==> config.mk <==
export PLATFORM = sky130hd
export DESIGN_NAME = serial_au
export DESIGN_NICKNAME = d
export VERILOG_FILES = /design/src/rtl/serial_au.sv
export SDC_FILE = /design/constraint.sdc
export NUM_CORES = 1
export LEC_CHECK = 0
export CAP_MARGIN = 20
export CORE_MARGIN = 10
export CORE_UTILIZATION = 50
export DETAILED_ROUTE_END_ITERATION = 7
export PLACE_DENSITY = 0.84
export SYNTH_ARGS = -nofsm -noshare
export SYNTH_HDL_FRONTEND = slang
export SYNTH_SLANG_ARGS = --single-unit
==> constraint.sdc <==
create_clock -name clk -period 1.8 [get_ports clk]
set_input_delay 0.27 -clock clk [delete_from_list [all_inputs] [get_ports clk]]
set_output_delay 0.27 -clock clk [all_outputs]
set_load 0.1 [all_outputs]
==> src/rtl/serial_au.sv <==
// serial_au: bit-serial adder/subtractor, one full-adder step per clock, LSB first.
// Valid/ready request and result handshakes around an IDLE/RUN/DONE controller.
module serial_au #(
  parameter int WIDTH = 4
) (
  input  logic             clk,
  input  logic             rst_n,
  input  logic             in_valid,
  output logic             in_ready,
  input  logic [WIDTH-1:0] a,
  input  logic [WIDTH-1:0] b,
  input  logic             sub,
  output logic             out_valid,
  input  logic             out_ready,
  output logic [WIDTH-1:0] s,
  output logic             cout,
  output logic             ovf,
  output logic             busy
);

  localparam int CW = $clog2(WIDTH + 1);
  localparam logic [CW-1:0] LAST = CW'(WIDTH - 1);

  typedef enum logic [1:0] {
    IDLE = 2'd0,
    RUN  = 2'd1,
    DONE = 2'd2
  } state_t;

  state_t state, state_next;

  logic [WIDTH-1:0] a_q;
  logic [WIDTH-1:0] b_q;
  logic             carry;
  logic [CW-1:0]    cnt;
  logic             sum_bit;
  logic             carry_next;

  assign sum_bit    = a_q[0] ^ b_q[0] ^ carry;
  assign carry_next = (a_q[0] & b_q[0]) | ((a_q[0] ^ b_q[0]) & carry);

  always_ff @(posedge clk) begin
    if (!rst_n) state <= IDLE;
    else        state <= state_next;
  end

  always_comb begin
    state_next = state;
    in_ready   = 1'b0;
    out_valid  = 1'b0;
    busy       = 1'b0;
    case (state)
      IDLE: begin
        in_ready = 1'b1;
        if (in_valid) state_next = RUN;
      end
      RUN: begin
        busy = 1'b1;
        if (cnt == LAST) state_next = DONE;
      end
      DONE: begin
        busy      = 1'b1;
        out_valid = 1'b1;
        if (out_ready) state_next = IDLE;
      end
      default: state_next = IDLE;
    endcase
  end

  // B is stored pre-inverted with carry-in = sub, so subtraction is A + ~B + 1.
  always_ff @(posedge clk) begin
    if (!rst_n) begin
      a_q   <= '0;
      b_q   <= '0;
      carry <= 1'b0;
      cnt   <= '0;
      s     <= '0;
      cout  <= 1'b0;
      ovf   <= 1'b0;
    end else begin
      case (state)
        IDLE: begin
          if (in_valid) begin
            a_q   <= a;
            b_q   <= b ^ {WIDTH{sub}};
            carry <= sub;
            cnt   <= '0;
          end
        end
        RUN: begin
          s     <= {sum_bit, s[WIDTH-1:1]};
          a_q   <= a_q >> 1;
          b_q   <= b_q >> 1;
          carry <= carry_next;
          cnt   <= cnt + CW'(1);
          // On the last step the operand LSBs are the captured MSBs.
          if (cnt == LAST) begin
            cout <= carry_next;
            ovf  <= (a_q[0] == b_q[0]) && (sum_bit != a_q[0]);
          end
        end
        default: ;
      endcase
    end
  end

endmodule

# Word level (Yosys, flattened, before mapping)
# Cells that the tools add are included.
dict set report op_classes {
  add_sub_neg 1
  multipliers 0
  div 0
  order_cmp 0
  n_eq_ne 8
  shifts 0
  muxes 15
  n_bitwise 6
  n_reduce_logical 7
}
# op count
set ops {}
lappend ops {{4-bit one-hot mux with 2 select lines} 2}
lappend ops {{4-bit 2-to-1 mux} 2}
lappend ops {{2-bit 2-to-1 mux} 3}
lappend ops {{2-bit inequality test, second input constant} 3}
lappend ops {{2-bit one-hot mux with 3 select lines} 1}
lappend ops {{3-bit one-hot mux with 2 select lines} 1}
lappend ops {{1-bit 2-to-1 mux} 4}
lappend ops {{2-bit AND reduction} 2}
lappend ops {{4-bit bitwise XOR} 1}
lappend ops {{3-bit by 1-bit adder with 3-bit output, second input constant} 1}
lappend ops {{3-bit by 2-bit == test with 1-bit output, second input constant} 1}
lappend ops {{3-bit 2-to-1 mux} 1}
lappend ops {{3-bit AND reduction} 1}
lappend ops {{1-bit bitwise AND} 2}
lappend ops {{2-bit by 1-bit == test with 1-bit output, second input constant} 1}
lappend ops {{2-bit == test, second input constant} 1}
lappend ops {{2-bit logical NOT} 1}
lappend ops {{1-bit one-hot mux with 2 select lines} 1}
lappend ops {{2-bit nonzero test} 1}
lappend ops {{2-bit OR reduction} 1}
lappend ops {{1-bit bitwise XOR} 2}
lappend ops {{1-bit == test} 1}
lappend ops {{1-bit logical AND} 1}
lappend ops {{1-bit inequality test} 1}
lappend ops {{1-bit bitwise OR} 1}
dict set report totals {
  register_bits 20
  latch_bits 0
  ramBits 0
  mem_bits_ro 0
  in_bits 13
  output_inout_bits 9
  wordCells 45
  memories 0
}

# Depth between registers and ports, before layout
# Gate-level depths: netlist (run 1).
dict set report logic_depth {
  word_depth 4
  depth_mapped 7
  depth_no_buf 5
}

# Least setup slack after synthesis (run 1)
# No wires, ideal clock.
dict set report synth_path {
  kind {register to register}
  startpoint {register state[0]}
  endpoint {register a_q[0]}
  setup_ns 0.116
  arrival_time_ns 2.001
  t_required_ns 1.684
  slack_ns -0.317
  stages_incl_launch_ff 6
  path_buffers 1
  synth_period_minus_slack_ns 2.117
  cell_sequence {dfxtp_1 inv_1 ha_1 mux2_4 buf_6 o211a_1}
}
dict set report synth_between {
  elab_chain_cells 3
  elab_cells_between_ends 6
  classes_between {eq/ne (2); mux (1); reduce/logical (3)}
}
# item line_no
set synth_lines {}
lappend synth_lines {{from (decl)} 30} ;# state_t state, state_next;
lappend synth_lines {{from (signal assigned)} 44} ;# else state <= state_next;
lappend synth_lines {{2-bit by 1-bit == test with 1-bit output / 2-bit logical NOT (equally long branches)} 81} ;# case (state)
lappend synth_lines {{2-bit nonzero test (no source line) / 2-bit inequality test (equally long branches)} -}
lappend synth_lines {{2-bit AND reduction (no source line)} -}
lappend synth_lines {{to (signal assigned)} 92} ;# a_q <= a_q >> 1;
lappend synth_lines {{to (decl)} 32} ;# logic [WIDTH-1:0] a_q;
# Parallel ways exist; a longest one is shown, timed or not.
# A chain may end at the register's enable or synchronous reset.

# Final worst setup path (run 1)
dict set report layout_path {
  startpoint {register state[1]}
  endpoint {register carry}
}
dict set report layout_between {
  elab_chain_cells 3
  elab_cells_between_ends 6
  classes_between {eq/ne (2); mux (1); reduce/logical (3)}
}
# item line_no
set layout_lines {}
lappend layout_lines {{2-bit by 1-bit == test with 1-bit output / 2-bit logical NOT (equally long branches)} 81}
lappend layout_lines {{2-bit nonzero test (no source line) / 2-bit inequality test (equally long branches)} -}
lappend layout_lines {{2-bit AND reduction (no source line)} -}
lappend layout_lines {{to (signal assigned)} 86} ;# carry <= sub;
lappend layout_lines {{to (signal assigned)} 94} ;# carry <= carry_next;
lappend layout_lines {{to (decl)} 34} ;# logic carry;
# Parallel ways exist; a longest one is shown, timed or not.

==> metrics, run 1 <==
worst hold path class=flop to flop; CP peak stage delay=about 0.38 ns; crit path DAT=1.79 ns; Worst setup SP type=flop; final hold vios=0; final setup fails=0; max-cap violations=0; leading area contributor after synthesis=dfxtp_1; Die Span X=approximately 66 um; Avg WL per Cell=around 13 um; first-pass GRT wire length=approximately 3.7 mm; Core Area=roughly 2000 um2; WL final=between 2 and 2.5 mm; met2 GRT Util=0.179; power share of the combinational group=0.498; Clock Skew=0.00963 ns; Syn Inst Count=111; clock period minus worst slack=~1.6 ns; Seq/Total Area, Yosys=0.371; met3 usage=0.0301; TNS Setup=0 ns; Initial Utilization=0.539; Req. time, crit path=a little under 2 ns; sequential power share=0.350; unrepaired setup endpoints after global routing=false; row cnt=16; antenna violations before repair=0; HPWL after DPL=between 1.5 and 2 mm; CP Cell Sequence=inv_1, ha_1, buf_4, mux2i_1, nand2_1, o211a_1; Net Count, Synth=around 130; Relative slew margins=0.764; WS Path Type=flop to flop; layout cells sized above 1=0.153; crit share post-route=0.892; PwrDens=around 1200 nW/um2; die area=around 4400 um2; largest cells by area after synthesis=dfxtp_1 37%, mux2i_1 10%, ha_1 7.0%, nand2_1 4.9%, nor2b_1 4.1%; DR DRC count=0; synthesized area per cell=between 9 and 10 um2; number of global-route vias before repair=867; largest net degree at the start of global routing=26; reg-to-reg critical path startpoint=state[1]$_SDFFE_PN0P_; fill count=roughly 160; Die Y=around 66 um; met1 GRT Util=0.114; cts hold-fix bufs=0; clock tree buffer depth=2; Post-synth EDFFs=0; Clock Latency Late Sink=0.29 ns; Peak Freq=slightly above 600 MHz; Internal=1.00 mW; Synth-to-Final Area Change=26.3%; number of synthesis warnings=0; WP buf/inv=2; via count=between 800 and 900; reg2reg setup slack=about 0.20 ns; top cell family by delay on the critical path=buffers and inverters; GRT Total Usage=0.101; leakage=0.570 nW; Syn Std Cell Area=1080 um2; Antenna Cells=0; GRT busiest layer=met2; P_sw=between 0.6 and 0.7 mW; post-synthesis async set-or-reset flop share=0; worst reg2reg path depth=6; Critical Path End Type=flop; remaining antenna violation count=0; Worst-path clk slew=roughly 0.1 ns; Critical Path End=carry$_SDFFE_PN0P_; Worst Tran Pin Value=approximately 0.35 ns; Clock power frac=0.152; HP Start=b_q[3]$_SDFFE_PN0P_; vias per cell=~5.4; Max IR drop VDD=0.726 mV; top_reg_cell synth=dfxtp_1; CP Depth=6; Worst Setup SP=state[1]$_SDFFE_PN0P_; I/O Pins=22; CTS tree=built; PortBufs=21; fin. max-slew vios=0; remaining global-route overflow=0; Yosys reg bits=20; clock root buffer=clkbuf_4; drt initial violations=29; switching share of power=0.400; post_cts resized=0; top-area cell type share of the netlist area=0.371; Yosys cell types=35; Pwr Total=1.67 mW; critical path peak fanout=14; multi-input logic area=around 620 um2; Post-CTS Setup Inserts=0; Crit Reg-Reg Endpoint=carry$_SDFFE_PN0P_; Final nets=152; register area=between 400 and 500 um2; Num CTS Buffers=3; crit path max-delay cell type=ha_1; Final Wtd Congestion=between 0.6 and 0.7; CTS sink cnt=20; CTS H-tree lvls=1; status=completed; iteration count of the initial detailed-routing pass=4
==> cells in the final DEF (no fill, tap or decap), types with 2 or more instances in the layout <==
cell type / n
nor2_1: 2
inv_1: 4
ha_2: 2
nor2b_1: 7
ha_1: 4
buf_12: 4
xnor2_1: 2
nand2_1: 14
o21a_1: 2
nand2b_1: 3
xor2_1: 4
clkdlybuf4s50_1: 12
o21ai_0: 3
o211a_1: 4
clkbuf_4: 3
a21boi_0: 2
mux2i_1: 11
dfxtp_1: 20
buf_4: 8
o2111ai_1: 3
==> flip-flops by register name, indices dropped and copies added (netlist names) <==
register	flops
cout	1
carry	1
cnt	3
state	2
ovf	1
a_q	4
s	4
b_q	4
==> per-stage QoR <==
step,utilization,setup WS (ns),hold WS [ns],instances,area (um2)
final,0.681,0.195,0.454,158,1360
after global routing,0.681,0.0662,0.485,158,1360
after CTS,0.681,0.196,0.457,158,1360
after detailed placement,0.663,0.215,0.441,154,1330
after global placement,0.663,0.286,0.435,154,1330
after floorplan,-,0.0129,0.423,111,1080
==> power groups by stage <==
stage | Clock, mW | Combinational (mW) | Sequential (mW)
after floorplan | 0 | 0.589 | 0.644
after global placement | 0 | 0.811 | 0.591
after detailed placement | 0 | 0.832 | 0.595
after CTS | 0.264 | 0.837 | 0.584
after global routing | 0.278 | 0.901 | 0.597
final | 0.253 | 0.832 | 0.584
==> how the worst min path moves through the flow <==
stage	end	depth (start not counted)
floorplan	b_q[3]$_SDFFE_PN0P_	2
global placement	b_q[3]$_SDFFE_PN0P_	2
detailed placement	b_q[3]$_SDFFE_PN0P_	2
CTS	b_q[3]$_SDFFE_PN0P_	2
global route	cout$_SDFFE_PN0P_	2
finish	b_q[3]$_SDFFE_PN0P_	2
==> tightest hold or removal path, stage by stage (launching register included) <==
cell and delay (ns):
dfxtp_1 0.32, nand2_1 0.05, o21ai_1 0.05
==> cell type report <==
| cell class | count | share of cell area |
|---|---|---|
| Inverter | 4 | 0.0110 |
| Tap cell | 27 | 0.0248 |
| Sequential cell | 20 | 0.294 |
| Clock buffer | 4 | 0.0266 |
| Timing Repair Buffer | 24 | 0.191 |
| Multi-Input combinational cell | 79 | 0.453 |
==> layer usage <==
| metal | vias up | routed length, um | share of wire |
|---|---|---|---|
| li1 | 428 | - | - |
| met1 | 391 | 901 | 0.45 |
| met2 | 21 | 988 | 0.49 |
| met3 | 6 | 80 | 0.040 |
| met4 | 0 | 34 | 0.017 |
| met5 | - | 0 | 0 |
==> logic make-up (layout without fill, tap and decap cells) <==
logic type	count (synthesis)	in the layout	share of synthesized area
flops	20	20	0.371
buf+inv	12	32	0.0614
fa+ha+maj	7	7	0.0881
mux	12	12	0.116
compound gates	23	23	0.168
xor+xnor	6	6	0.0487
simple gates	31	31	0.147
==> Yosys cell counts, types with 2 or more instances <==
| library cell | n |
|---|---|
| xor2_1 | 4 |
| nor2_1 | 2 |
| o21ai_0 | 3 |
| xnor2_1 | 2 |
| nor2b_1 | 7 |
| nand2b_1 | 3 |
| ha_1 | 6 |
| a21boi_0 | 2 |
| inv_1 | 4 |
| buf_6 | 2 |
| o2111ai_1 | 3 |
| dfxtp_1 | 20 |
| mux2i_1 | 11 |
| buf_2 | 2 |
| nand2_1 | 14 |
| o211a_1 | 4 |
| o21a_1 | 2 |
| clkbuf_1 | 3 |
Power figures use the tool's default switching activity.
==> run 2, diff against run 1 <==
--- a/config.mk
+++ b/config.mk
@@ -7,9 +7,9 @@
 export LEC_CHECK = 0
 export CAP_MARGIN = 20
 export CORE_MARGIN = 10
-export CORE_UTILIZATION = 50
+export CORE_UTILIZATION = 53
 export DETAILED_ROUTE_END_ITERATION = 7
-export PLACE_DENSITY = 0.84
+export PLACE_DENSITY = 0.88
 export SYNTH_ARGS = -nofsm -noshare
 export SYNTH_HDL_FRONTEND = slang
 export SYNTH_SLANG_ARGS = --single-unit
==> constraint.sdc (replaced) <==
create_clock -name clk -period 1.85 [get_ports clk]
set_input_delay 0.2775 -clock clk [delete_from_list [all_inputs] [get_ports clk]]
set_output_delay 0.2775 -clock clk [all_outputs]
set_load 0.1 [all_outputs]
==> metrics, run 2 (synthesis gave the netlist of run 1 again) <==
status=completed; antenna violations before repair=0; Max IR drop VDD=approximately 0.9 mV; Final nets=about 150; Final Wtd Congestion=0.675; Pwr Total=1.63 mW; Worst Tran Pin Value=0.278 ns; PwrDens=roughly 1200 nW/um2; DR DRC count=0; Die Y=between 60 and 70 um; largest registers=a_q: 4 flops, b_q: 4 flops, s: 4 flops; Post-CTS Setup Inserts=0; final setup margin=between 0.2 and 0.3 ns; drt initial violations=11; Core Area=between 1500 and 2000 um2; via count=850; crit path DAT=approximately 1.8 ns; clock root buffer=clkbuf_4; cts hold-fix bufs=0; WL final=~2.2 mm; top cell family by delay on the critical path=adder cells; CTS H-tree lvls=1; largest net degree at the start of global routing=26; remaining antenna violation count=0; GRT Total Usage=0.108; WS Path Type=flop to flop; Synth-to-Final Area Change=25.6%; number of global-route vias before repair=862; row cnt=16; final setup fails=0; Num CTS Buffers=3; post_cts resized=0; Final Core Density=0.698; Antenna Cells=0; layout cells sized above 1=0.152; crit path max-delay cell type=fa_1; CP peak stage delay=roughly 0.53 ns; Worst-path clk slew=0.11 ns; Initial Utilization=0.556; CTS tree=built; Worst setup SP type=flop; Critical Path End Type=flop; HPWL after DPL=approximately 1.7 mm; vias per cell=between 5 and 6; unrepaired setup endpoints after global routing=false; Relative slew margins=0.814; Clock Skew=between 0.0015 and 0.002 ns; final hold vios=0; Cell Count, Final, Fillers Out=159; leakage=approximately 0.57 nW; worst hold path class=flop to flop; critical path peak fanout=4; CP Cell Sequence=fa_1, xnor2_1, or3_1, a21boi_0; max-cap violations=0; I/O Pins=22; clock tree buffer depth=2; setup slack at placement=~0.29 ns; first-pass GRT wire length=about 3.8 mm; remaining global-route overflow=0; die area=4240 um2; Req. time, crit path=2.08 ns; commonest non-fill, non-tap cell in the layout=dfxtp_1; TNS Setup=0 ns; Peak Freq=630 MHz; placed instance count=between 150 and 200; CTS sink cnt=20; Avg WL per Cell=around 14 um; fin. max-slew vios=0; iteration count of the initial detailed-routing pass=4; reg2reg setup slack=~0.26 ns; PortBufs=21; Clock Latency Late Sink=roughly 0.30 ns; Die Span X=approximately 65 um; WP buf/inv=0; clock period minus worst slack=1.59 ns; crit share post-route=0.858; most frequent cells in the layout=20 x dfxtp_1, 14 x nand2_1, 12 x clkdlybuf4s50_1
-- run 2: changes by cell type in the layout (fill, tap and decap cells not counted) --
cell / change
buf_12: -1
buf_4: +2
ha_1: +1
ha_2: -1
-- run 2: tightest hold or removal path, cell delays in order (launching register included) --
cell and delay [ns]:
dfxtp_1 0.32, nand2_1 0.05, o21ai_1 0.05
-- run 2: routing by layer --
metal / wire [um] / global-route usage / vias up / share of wire
li1: - / - / 431 / -
met1: 878 / 0.115 / 397 / 0.41
met2: 1160 / 0.196 / 18 / 0.54
met3: 99 / 0.0288 / 4 / 0.046
met4: 23 / 0.0428 / 0 / 0.011
met5: 0 / 0 / - / 0
-- run 2: final cells by class --
| cell class | instances | area (um2) |
|---|---|---|
| clock buffer | 4 | 36.3 |
| fill | 155 | 586 |
| inverter | 4 | 15.0 |
| multi-input combinational | 79 | 616 |
| sequential | 20 | 400 |
| tap | 27 | 33.8 |
| timing repair buffer | 25 | 255 |
-- run 2: path summary, 6_finish.rpt --
check	startpoint	endpoint	depth (start not counted)
worst min-delay path	b_q[3]$_SDFFE_PN0P_	b_q[3]$_SDFFE_PN0P_	2
worst max register to register	a_q[0]$_SDFFE_PN0P_	ovf$_SDFFE_PN0P_	4
worst max-delay path	a_q[0]$_SDFFE_PN0P_	ovf$_SDFFE_PN0P_	4
worst min register to register	b_q[3]$_SDFFE_PN0P_	b_q[3]$_SDFFE_PN0P_	2
-- run 2: where the power goes --
part / internal (mW) / switching, mW / leakage [nW]
Combinational: 0.342 / 0.471 / 0.390
Sequential: 0.508 / 0.0573 / 0.163
Clock: 0.120 / 0.130 / 0.0210
-- run 2: through the flow --
step                      hold WS [ns]  cell area (um2)
after global placement           0.436             1320
after floorplan                  0.423             1080
after global routing             0.473             1360
after detailed placement         0.442             1320
after CTS                        0.457             1360
final                            0.457             1360
==> RTL change 1 (flow settings as in run 1) <==
Change the parameter `WIDTH` from 4 to 2.
--- a/src/rtl/serial_au.sv
+++ b/src/rtl/serial_au.sv
@@ -3,3 +3,3 @@
 module serial_au #(
-  parameter int WIDTH = 4
+  parameter int WIDTH = 2
 ) (
Ports: changed (resized a, b and s); port bits go from 22 to 16. The function was not compared with the original's and may differ.
==> RTL change 1 against run 1 <==
- worst setup slack got worse by 0.029 ns
- wire length decreased by 31%
- power decreased by 14%
- sequential power decreased by 32%
- combinational power increased by 2.4%
- critical path depth decreased by 1
- worst hold slack improved by 0.0082 ns
- cell count decreased by 34%
- synthesized area decreased by 36%
- sequential cell count decreased by 7
- die area decreased by 26%
- clock power decreased by 28%
- final area decreased by 33%
- critical endpoint is now cnt[0]$_SDFFE_PN0P_
==> RTL change 1: results (changes against run 1) <==
Run status
  • Status: finished, final reports clean (unchanged)

Clock network
  • Reg clk slew, reported paths: 0.07 ns (was 0.10 ns)
  • Max clock buf depth: 2 (unchanged)

Setup path
  • Max FO, Critical Path: 10 (was 14)

STA
  • Worst clock skew: 0.001284 ns (was 0.009633 ns)

Pwr
  • Maximum VDD drop: 0.7561 mV (was 0.7262 mV)
  • Cell internal pwr: 0.0007622 W (was 0.001001 W)

Route
  • Wirelength per Cell: 13.26 um (was 12.68 um)
  • Iter 0 DRT Violations: 7 (was 29)
  • Final WL: 1392 um (was 2003 um)
  • Avg Vias per Cell: 5.400 (was 5.354)

Yosys
  • Ys async rst share: 0% (unchanged)
  • Mean Syn Cell Area: 9.781 um2 (was 9.728 um2)
  • Area contributors post-synth: dfxtp_1 (37%), ha_1 (9.0%), mux2i_1 (8.6%), nand2_1 (4.3%), a21boi_0 (3.2%) (was dfxtp_1 (37%), mux2i_1 (10%), ha_1 (7.0%), nand2_1 (4.9%), nor2b_1 (4.1%))
  • Number of library cell types mapped by synthesis: 28 (was 35)
  • Synth cell count leaders: dfxtp_1 (13), nand2_1 (8), mux2i_1 (6) (was dfxtp_1 (20), nand2_1 (14), mux2i_1 (11))
  • Register area share after synthesis: 37.48% (was 37.08%)

Worst hold path
  • Worst hold start: ovf$_SDFFE_PN0P_ (was b_q[3]$_SDFFE_PN0P_)

Global route
  • Total global-route track usage: 10.23% (was 10.06%)
  • Largest net degree at the start of global routing: 11 (was 26)

Floorplanning
  • Num rows: 13 (was 16)

Placed design
  • Final HPWL DP: 1115 um (was 1568 um)
  • RD Place Congestion: 0.7793 (was 0.6833)
  • Port-buffer cells: 15 (was 21)
  • Placed Instances: 101 (was 154)
  • DP Area: 885.9 um2 (was 1328 um2)

Finish
  • # nets final: 106 (was 152)
## RTL change 1: cell count changes after synthesis, sizes merged, moves of 3 or more
cell,before,now
buf,5,1
dfxtp,20,13
mux2i,11,6
nand2,14,9
nand2b,3,0
nand3,1,4
nor2b,8,3
o2111ai,3,0
o21ai,4,1
## RTL change 1: cell families (layout without fill, tap and decap cells)
kind of cell / after synthesis / count (layout) / share of synthesized area [%]
buf+inv: 7 / 26 / 4.865
simple gates: 22 / 22 / 16.58
flops: 13 / 13 / 37.48
fa+ha+maj: 6 / 6 / 11.89
mux: 7 / 7 / 10.27
xor+xnor: 3 / 3 / 3.784
compound gates: 13 / 13 / 15.14
## RTL change 1: final timing paths
path / endpoint / slack [ns] / cells after the start
worst min-delay path: ovf$_SDFFE_PN0P_ / 0.46 / 2
worst min register to register: ovf$_SDFFE_PN0P_ / 0.46 / 2
worst max-delay path: cnt[0]$_SDFFE_PN0P_ / 0.17 / 5
worst max register to register: cnt[0]$_SDFFE_PN0P_ / 0.17 / 5
## RTL change 1: layout make-up
type,count,area (um2)
multi-input cells,51,402.9
fillers,103,389.1
flip-flops and latches,13,260.3
repair buffers,17,185.2
clock buffers,4,26.28
inverters,5,18.77
well taps,15,18.77
## RTL change 1: worst max-delay path, cell delays in order, from the launching register on
cell	delay (ns)
dfxtp_1	0.31
inv_1	0.10
ha_1	0.47
mux2i_1	0.26
and2_1	0.22
o21a_1	0.17
## RTL change 1: per-stage QoR
| step | utilization (%) | setup slack [ns] |
|---|---|---|
| after floorplan | - | 0.02479 |
| after global placement | 68.08 | 0.2249 |
| after detailed placement | 68.08 | 0.1829 |
| after CTS | 70.10 | 0.1597 |
| after global routing | 70.10 | 0.06915 |
| final | 70.10 | 0.1661 |
## RTL change 1: power groups by stage
| stage | sequential (W) | combinational, W | clock (W) |
|---|---|---|---|
| CTS | 0.000399 | 0.000860 | 0.000190 |
| detailed placement | 0.000406 | 0.000854 | 0 |
| global placement | 0.000403 | 0.000839 | 0 |
| floorplan | 0.000482 | 0.000563 | 0 |
| global route | 0.000409 | 0.000912 | 0.000208 |
| finish | 0.000398 | 0.000852 | 0.000182 |
## RTL change 1: layer usage
layer	vias up	track usage, %	share of wire, %	wire, um
li1	286	-	-	-
met1	264	9.023	39	538
met2	13	17.52	51	714
met3	4	4.867	6.6	92
met4	0	8.054	3.4	47
met5	-	0	0	0
==> RTL change 2 (config.mk and constraints of run 1) <==
Made on the original files. Re-encode `state_t` (3 states) as one-hot, 3 bits wide.
--- a/src/rtl/serial_au.sv
+++ b/src/rtl/serial_au.sv
@@ -23,6 +23,6 @@
 
-  typedef enum logic [1:0] {
-    IDLE = 2'd0,
-    RUN  = 2'd1,
-    DONE = 2'd2
+  typedef enum logic [2:0] {
+    IDLE = 3'b001,
+    RUN  = 3'b010,
+    DONE = 3'b100
   } state_t;
Function: no difference found for any inputs over 10 cycles, from zero or initial values and one cycle with rst_n low; not proved beyond that.
==> RTL change 2 against run 1 <==
- synthesized area shrank 7.4%
- critical path type is now reg -> out
- wire length grew 3.2%
- global-route usage grew 0.42 points
- utilization grew 0.95 points
- maximum frequency shrank 6.6%
- sequential cell count grew 1
- via count shrank 2.2%
- final area shrank 2.7%
- die area shrank 5.2%
- worst setup slack lost 0.11 ns
- register-to-register slack lost 0.03 ns
Power is not compared: it rests on default switching activity, and its combinational part moved more than twofold at a synthesized area within 25%.
==> RTL change 2: results (changes against run 1) <==
Run status
  • Status: finished, final reports clean (unchanged)

Finish
  • Top flop regs: a_q x4, b_q x4, s x4 (unchanged)
  • Ratio of cells with drive above 1 in the final layout: 21.21% (was 15.27%)
  • # nets final: 150 (was 152)

Yosys
  • Post-Syn Nets: 127 (was 131)
  • Area contributors post-synth: dfxtp_1 (42%), mux2i_1 (5.0%), o21ai_0 (4.5%), xnor2_1 (4.4%), a21boi_0 (3.8%) (was dfxtp_1 (37%), mux2i_1 (10%), ha_1 (7.0%), nand2_1 (4.9%), nor2b_1 (4.1%))
  • Register area share after synthesis: 42.05% (was 37.08%)
  • Multiplexer area fraction after synthesis: 5.006% (was 11.59%)
  • XOR/XNOR share of the synthesized area: 4.380% (was 4.867%)
  • Cells after Synth: 110 (was 111)
  • Number of library cell types mapped by synthesis: 30 (was 35)
  • Synth cell count leaders: dfxtp_1 (21), nand2_1 (10), o21ai_0 (9) (was dfxtp_1 (20), nand2_1 (14), mux2i_1 (11))
  • Synth Area in Compound Gates: 19.77% (was 16.80%)
  • Ys async rst share: 0% (unchanged)
  • Adder-Cell Fraction of Synth Area: 5.757% (was 8.806%)

Placed design
  • Final HPWL DP: 1622 um (was 1568 um)
  • RD Place Congestion: 0.7682 (was 0.6833)
  • Placed Instances: 155 (was 154)
  • DP Area: 1290 um2 (was 1328 um2)

Route
  • Met1 WL: 803 um (was 901 um)
  • Iter 0 DRT Violations: 15 (was 29)
  • Uppermost layer routed: met4 (unchanged)
  • Wirelength per Cell: 13.00 um (was 12.68 um)
  • Final WL: 2067 um (was 2003 um)
  • Met3 wire len: 135 um (was 80 um)
  • Avg Vias per Cell: 5.201 (was 5.354)
  • Met2 routed WL: 1111 um (was 988 um)

Setup path
  • Crit path DAT: 1.45 ns (was 1.79 ns)
  • Max FO, Critical Path: 9 (was 14)
  • Cells on worst reg2reg path: 4 (was 6)

Global route
  • Vias in the first global route: 827 (was 867)
  • Largest net degree at the start of global routing: 19 (was 26)
  • Total global-route track usage: 10.48% (was 10.06%)
  • Met1 Usage GRT: 10.15% (was 11.38%)
  • First-pass GRT wire length: 3650 um (unchanged)
  • Grt met3 use: 3.952% (was 3.010%)
  • Grt met2 use: 19.95% (was 17.94%)
  • Initial antenna violation count: 0 (unchanged)

Pwr
  • Maximum VDD drop: 0.6223 mV
  • Clock group: between 0.0002 and 0.00025 W
  • Comb. pwr: 0.000260 W
  • Static Leak: about 0.53 nW

STA
  • Worst clock skew: 0.004530 ns (was 0.009633 ns)
  • Worst Max-Slew Pin Slew: 0.4619 ns (was 0.3545 ns)

Clock network
  • Post-CTS Setup Repair Bufs: 0 (unchanged)
  • Num CTS Buffers: 3 (unchanged)
  • Reg clk slew, reported paths: 0.12 ns (was 0.10 ns)

Worst hold path
  • Hold path depth: 2 (unchanged)
-- RTL change 2: layout make-up --
class                   instances  area (um2)
inverters                       4       15.01
multi-input cells              77       550.5
repair buffers                 26       275.3
clock buffers                   3       22.52
fillers                       167       594.3
flip-flops and latches         21       425.4
clock inverters                 1       5.005
well taps                      27       33.78
-- RTL change 2: path summary, 6_finish.rpt --
| check | startpoint | end | slack [ns] |
|---|---|---|---|
| min | s[0]$_SDFFE_PN0P_ | s[0]$_SDFFE_PN0P_ | 0.48 |
| min reg2reg | s[0]$_SDFFE_PN0P_ | s[0]$_SDFFE_PN0P_ | 0.48 |
| max | state[1]$_SDFFE_PN0P_ | busy | 0.08 |
| max reg2reg | a_q[0]$_SDFFE_PN0P_ | ovf$_SDFFE_PN0P_ | 0.17 |
-- RTL change 2: what timing repair did --
action,CTS,global route
gates resized for setup,4,2
endpoints found under the setup margin,2,2
hold buffers,0,0
-- RTL change 2: worst max-delay path: stages, from the launching register on --
cell	delay, ns
dfxtp_2	0.41
or3b_4	0.45
nand2_2	0.12
buf_12	0.17
-- RTL change 2: per-stage QoR --
| stage | hold slack (ns) | total power, W | setup slack (ns) | utilization [%] |
|---|---|---|---|---|
| finish | 0.4810 | 0.001005 | 0.08158 | 69.08 |
| global route | 0.5194 | 0.001057 | 0.04291 | 69.08 |
| CTS | 0.4899 | 0.001015 | 0.01184 | 68.95 |
| detailed placement | 0.4725 | 0.0007924 | 0.1403 | 67.12 |
| global placement | 0.4636 | 0.0007841 | 0.1998 | 67.12 |
| floorplan | 0.4169 | 0.0006995 | 0.01028 | - |
